`config.mk`:
```
export PLATFORM = sky130hd
export DESIGN_NAME = codec_cfg_seq
export DESIGN_NICKNAME = d
export VERILOG_FILES = /design/src/rtl/codec_cfg_pkg.sv /design/src/rtl/codec_cfg_rom.sv /design/src/rtl/codec_cfg_seq.sv
export SDC_FILE = /design/constraint.sdc
export NUM_CORES = 1
export LEC_CHECK = 0
export CORE_MARGIN = 2
export CORE_UTILIZATION = 31
export CTS_BUF_LIST = sky130_fd_sc_hd__clkbuf_4 sky130_fd_sc_hd__clkbuf_8
export CTS_CLUSTER_SIZE = 40
export DETAILED_ROUTE_END_ITERATION = 10
export PLACE_DENSITY = 0.47
export SLEW_MARGIN = 25
export SYNTH_ARGS = -nofsm -noshare
export SYNTH_HDL_FRONTEND = slang
export SYNTH_SLANG_ARGS = --single-unit
```
`constraint.sdc`:
```
create_clock -name clk -period 3.4 [get_ports clk]
set_input_delay 0.85 -clock clk [delete_from_list [all_inputs] [get_ports clk]]
set_output_delay 0.85 -clock clk [all_outputs]
set_load 0.02 [all_outputs]
```
`src/rtl/codec_cfg_pkg.sv`:
```
// Shared types, WM8731 register map and word packing for the codec configuration sequencer.
package codec_cfg_pkg;

    typedef enum logic [2:0] {
        ST_IDLE,
        ST_WAIT_PWR,
        ST_LOAD,
        ST_REQ,
        ST_WAIT_DONE,
        ST_GAP,
        ST_DONE,
        ST_ERROR
    } cfg_state_t;

    localparam logic [6:0] DEV_ADDR_DEFAULT = 7'h1A;

    localparam logic [6:0] R0_LLINE    = 7'h00;
    localparam logic [6:0] R1_RLINE    = 7'h01;
    localparam logic [6:0] R2_LHP      = 7'h02;
    localparam logic [6:0] R3_RHP      = 7'h03;
    localparam logic [6:0] R4_ANALOG   = 7'h04;
    localparam logic [6:0] R5_DIGITAL  = 7'h05;
    localparam logic [6:0] R6_POWER    = 7'h06;
    localparam logic [6:0] R7_FORMAT   = 7'h07;
    localparam logic [6:0] R8_SAMPLING = 7'h08;
    localparam logic [6:0] R9_ACTIVE   = 7'h09;
    localparam logic [6:0] R15_RESET   = 7'h0F;

    // WM8731 control word: 7-bit register address followed by 9-bit data.
    function automatic logic [15:0] codec_word(input logic [6:0] addr, input logic [8:0] data);
        return {addr, data};
    endfunction

endpackage

```
`src/rtl/codec_cfg_rom.sv`:
```
// Fixed WM8731 bring-up table, indexed by entry number.
module codec_cfg_rom
    import codec_cfg_pkg::*;
(
    input  logic [3:0]  idx,
    output logic [15:0] word
);

    always_comb begin
        word = '0;
        case (idx)
            4'd0:    word = codec_word(R15_RESET,   9'h000);
            4'd1:    word = codec_word(R0_LLINE,    9'h017);
            4'd2:    word = codec_word(R1_RLINE,    9'h017);
            4'd3:    word = codec_word(R2_LHP,      9'h079);
            4'd4:    word = codec_word(R3_RHP,      9'h079);
            4'd5:    word = codec_word(R4_ANALOG,   9'h012);
            4'd6:    word = codec_word(R5_DIGITAL,  9'h000);
            4'd7:    word = codec_word(R6_POWER,    9'h000);
            4'd8:    word = codec_word(R7_FORMAT,   9'h002);
            4'd9:    word = codec_word(R8_SAMPLING, 9'h000);
            4'd10:   word = codec_word(R9_ACTIVE,   9'h001);
            default: word = '0;
        endcase
    end

endmodule

```
`src/rtl/codec_cfg_seq.sv`:
```
// Walks the codec register table, issuing one I2C write per entry with NACK retry and inter-write gap.
module codec_cfg_seq
    import codec_cfg_pkg::*;
#(
    parameter logic [6:0]  DEV_ADDR       = DEV_ADDR_DEFAULT,
    parameter int unsigned N_REGS         = 11,
    parameter logic [23:0] STARTUP_CYCLES = 24'd1_000_000,
    parameter logic [15:0] GAP_CYCLES     = 16'd5000,
    parameter int unsigned MAX_RETRY      = 3,
    parameter bit          AUTO_START     = 1'b1
) (
    input  logic        clk,
    input  logic        reset_n,
    input  logic        start,
    output logic        i2c_req,
    input  logic        i2c_ack,
    output logic [6:0]  i2c_dev,
    output logic [15:0] i2c_word,
    input  logic        i2c_done,
    input  logic        i2c_nack,
    output logic        busy,
    output logic        cfg_done,
    output logic        cfg_error,
    output logic [3:0]  cur_idx
);

    localparam int unsigned RW          = (MAX_RETRY < 1) ? 1 : $clog2(MAX_RETRY + 1);
    localparam logic [RW-1:0] RETRY_LIM = RW'(MAX_RETRY);
    localparam logic [3:0]  LAST_IDX    = 4'(N_REGS - 1);
    localparam logic [23:0] PWR_LAST    = STARTUP_CYCLES - 24'd1;
    localparam logic [15:0] GAP_LAST    = GAP_CYCLES - 16'd1;
    localparam cfg_state_t  RESET_STATE = AUTO_START ? ST_WAIT_PWR : ST_IDLE;

    cfg_state_t    state;
    logic [23:0]   pwr_cnt;
    logic [15:0]   gap_cnt;
    logic [RW-1:0] retry;
    logic [3:0]    idx;
    logic [15:0]   rom_word;

    codec_cfg_rom u_rom (
        .idx  (idx),
        .word (rom_word)
    );

    assign i2c_dev = DEV_ADDR;
    assign cur_idx = idx;

    always_ff @(posedge clk or negedge reset_n) begin
        if (!reset_n) begin
            state     <= RESET_STATE;
            pwr_cnt   <= '0;
            gap_cnt   <= '0;
            retry     <= '0;
            idx       <= '0;
            i2c_req   <= 1'b0;
            i2c_word  <= '0;
            busy      <= 1'b0;
            cfg_done  <= 1'b0;
            cfg_error <= 1'b0;
        end else begin
            case (state)
                ST_IDLE, ST_DONE, ST_ERROR: begin
                    if (start) begin
                        state     <= ST_LOAD;
                        idx       <= '0;
                        retry     <= '0;
                        busy      <= 1'b1;
                        cfg_done  <= 1'b0;
                        cfg_error <= 1'b0;
                    end
                end
                ST_WAIT_PWR: begin
                    busy <= 1'b1;
                    if (start || STARTUP_CYCLES == '0 || pwr_cnt == PWR_LAST) begin
                        state     <= ST_LOAD;
                        pwr_cnt   <= '0;
                        idx       <= '0;
                        retry     <= '0;
                        cfg_done  <= 1'b0;
                        cfg_error <= 1'b0;
                    end else begin
                        pwr_cnt <= pwr_cnt + 24'd1;
                    end
                end
                ST_LOAD: begin
                    i2c_word <= rom_word;
                    i2c_req  <= 1'b1;
                    state    <= ST_REQ;
                end
                ST_REQ: begin
                    if (i2c_ack) begin
                        i2c_req <= 1'b0;
                        state   <= ST_WAIT_DONE;
                    end
                end
                ST_WAIT_DONE: begin
                    if (i2c_done) begin
                        if (!i2c_nack) begin
                            if (idx == LAST_IDX) begin
                                state    <= ST_DONE;
                                busy     <= 1'b0;
                                cfg_done <= 1'b1;
                            end else begin
                                idx     <= idx + 4'd1;
                                retry   <= '0;
                                gap_cnt <= '0;
                                state   <= ST_GAP;
                            end
                        end else if (retry < RETRY_LIM) begin
                            // retry keeps idx, so the next LOAD re-reads the same word
                            retry   <= retry + RW'(1);
                            gap_cnt <= '0;
                            state   <= ST_GAP;
                        end else begin
                            state     <= ST_ERROR;
                            busy      <= 1'b0;
                            cfg_error <= 1'b1;
                        end
                    end
                end
                ST_GAP: begin
                    if (GAP_CYCLES == '0 || gap_cnt == GAP_LAST) begin
                        state <= ST_LOAD;
                    end else begin
                        gap_cnt <= gap_cnt + 16'd1;
                    end
                end
                default: begin
                    state   <= ST_IDLE;
                    i2c_req <= 1'b0;
                    busy    <= 1'b0;
                end
            endcase
        end
    end

endmodule

```
==> flow_summary.yaml <==
synth:
  yosysWarnings: 0
  synth-edff-count: 0
  ys_ff_latch: 62
  async_flop_share: 1.00
  synth_area_um2: 3610
  seq_area_frac_synth: 0.430
  synth.distinct_cells: 62
  avgSynthCellArea_um2: 9.00
  ys.flop_type: "dfrtp_1"
  netlist_instances: 401
timing:
  setup_viol_count_final: 0
  fin_hold_ws_ns: 0.477
  period_share: 0.768
  rsz0062_at_grt: "no"
  slew_headroom: 0.466
  timing.fmax_ghz: 0.383
  min_period_ns: 2.61
  clock_skew_ns: 0.00962
  fin_tns_setup_ns: 0
  report.final.hold_viol_count: 0
  maxSlewViolCount: 0
  tightest_slew_ns: 0.794
grt:
  grt_pass1_wl_um: 14400
  grt_max_degree: 37
  grt_pass1_vias: 2805
  grt_usage: 0.142
  grt_antenna_before_repair: 0
  grt-ovfl-total: 0
clock_tree:
  clkTransAtPathRegs_ns: 0.07
  htreeDepth: 3
  post_cts_resized: 0
  clk_path_buf_depth: 2
  clkSinkCount: 62
  numCtsBuffers: 9
  holdBufCountCts: 0
  cts_tree: "done"
  cts_setup_buffers: 0
  root_buffer: "clkbuf_8"
  insertion_delay_ns: 0.35
min_path:
  whs_path_depth: 1
  hp-start: "pwr_cnt[23]"
  worstHoldPathType: "reg -> reg"
  hold_path_end: "pwr_cnt[23]"
power:
  p_switching_uw: 1060
  power.share.clock: 0.239
  pwr_density_cell_nw_per_um2: 682
  max-vdd-ir-drop_mv: 0.366
  p_seq_frac: 0.451
  swShare: 0.372
  p_total_uw: 2840
  p_int_uw: 1780
  combPwrFrac: 0.310
  p_leak_uw: 0.00171
critical_path:
  slowest_delay_ns: 0.71
  r2r_slack_ns: 0.90
  critPathKind: "reg -> out"
  endpoint_kind: "primary output"
  r2r_cells: 7
  cp_max_fo: 19
  crit_slowest_cell: "clkdlybuf4s50_1"
  path_cells: "clkdlybuf4s50_1"
  timing.rr.start: "state[0]"
  path_delay_family: "buffers and inverters"
  arrival_ns: 1.76
  cp.buffers_inverters: 1
  critPathLaunchType: "flop"
  reg2reg_to: "pwr_cnt[3]"
  cp.required_ns: 2.55
layout:
  final_cell_mix: "dfrtp_1, nand2_1, o21ai_0"
  antenna_cells: 0
  final_util: 0.366
  area_growth_pct: 15.2
  nNetsFinal: 438
  final_common_cell: "dfrtp_1"
  layout-drive-gt1-share: 0.0977
place:
  hpwl_um: 5780
  gp_congestion: 0.778
  io_buffers: 24
die:
  std_cell_rows: 39
  die_h_um: 112
  io_pins: 37
  coreArea_um2: 11400
  die-area_um2: 12500
  die_x_um: 112
  initial_core_util: 0.318
route:
  routed-via-count: 3013
  drt-initial-drc-count: 132
  drc_errors: 0
  routed_wl_um: 8270
  dr.pass1.iters: 4
  vias_per_cell: 5.26
  wire_per_inst_um: 14.4
  ant_nets: 0
outcome:
  status: "completed"
run:
  maxCapViolCount: 0
-- power groups by stage --
stage	sequential, uW	clock [uW]	combinational (uW)
after floorplan	1260	0	622
after global placement	1290	0	889
after detailed placement	1290	0	892
after CTS	1280	707	893
after global routing	1340	738	1000
final	1280	679	879
-- worst reg2reg max path, stage by stage, from the launching register on --
cell	delay, ns
dfstp_2	0.60
inv_2	0.09
or3_1	0.38
buf_4	0.21
a211oi_4	0.61
buf_4	0.27
a41oi_1	0.12
a31oi_1	0.15
-- Yosys cell counts (all sizes together), types with 2 or more instances --
cell / n / area share
a211o: 2 / 0.0073
a21o: 4 / 0.0083
a21oi: 18 / 0.025
a22o: 4 / 0.0097
a22oi: 2 / 0.0042
a31oi: 21 / 0.036
a41oi: 4 / 0.0097
and2: 6 / 0.010
and3: 8 / 0.014
and4: 3 / 0.0073
buf: 21 / 0.040
clkbuf: 10 / 0.010
conb: 2 / 0.0021
dfrtp: 61 / 0.42
ha: 7 / 0.024
inv: 5 / 0.0052
mux2i: 3 / 0.0083
nand2: 56 / 0.059
nand2b: 4 / 0.0069
nand3: 20 / 0.028
nand3b: 2 / 0.0042
nand4: 14 / 0.026
nor2: 27 / 0.028
nor2b: 3 / 0.0052
nor3: 10 / 0.014
nor3b: 2 / 0.0042
nor4: 3 / 0.0094
nor4b: 5 / 0.012
nor4bb: 2 / 0.0055
o21ai: 29 / 0.040
o21ba: 3 / 0.0083
o22ai: 2 / 0.0035
o31ai: 4 / 0.0083
o41ai: 3 / 0.0073
or3: 2 / 0.0035
or4b: 2 / 0.0066
xor2: 10 / 0.024
-- registers in the layout (all words and copies together), names as in the netlist --
signal and cells:
i2c_word 9, gap_cnt 16, pwr_cnt 24, state 3
cfg_error 1, cur_idx 4, busy 1, retry 2
cfg_done 1, i2c_req 1
-- worst max-delay path by stage --
| stage | start | endpoint | slack (ns) | cells past startpoint |
|---|---|---|---|---|
| floorplan | start | retry[1] | 1.12 | 7 |
| global placement | start | pwr_cnt[3] | 0.59 | 6 |
| detailed placement | start | pwr_cnt[3] | 0.54 | 6 |
| CTS | cur_idx[2] | cur_idx[2] | 0.77 | 1 |
| global route | cur_idx[2] | cur_idx[2] | 0.72 | 1 |
| finish | cur_idx[2] | cur_idx[2] | 0.79 | 1 |
-- metal layers --
metal,vias up,part of all wire,track usage
met5,-,0,0
met4,0,0.017,0.0617
met2,60,0.45,0.209
met3,10,0.032,0.0283
li1,1504,-,-
met1,1439,0.50,0.201
-- final cells by class --
cell class,instances,area (um2)
clock buffers,15,175
clock inverters,1,30.0
fillers,1166,7210
inverters,5,18.8
multi-input cells,313,1890
flip-flops and latches,62,1550
well taps,143,179
repair buffers,34,310
-- kinds of logic after synthesis --
group / share of synthesized area
buffers and inverters: 0.0558
adder cells (fa/ha/maj): 0.0243
flip-flops: 0.430
multiplexers: 0.0125
XOR/XNOR: 0.0267
other: 0.00208
AND/OR/NAND/NOR: 0.256
AO/OA/AOI/OAI: 0.193
-- per-stage QoR --
stage / worst slack, ns / instance area (um2) / cells
final: 0.790 / 4160 / 573
after global routing: 0.717 / 4160 / 573
after CTS: 0.775 / 4160 / 573
after detailed placement: 0.538 / 3960 / 557
after global placement: 0.589 / 3960 / 557
after floorplan: 1.12 / 3650 / 411
(Power assumes the default switching activity.)
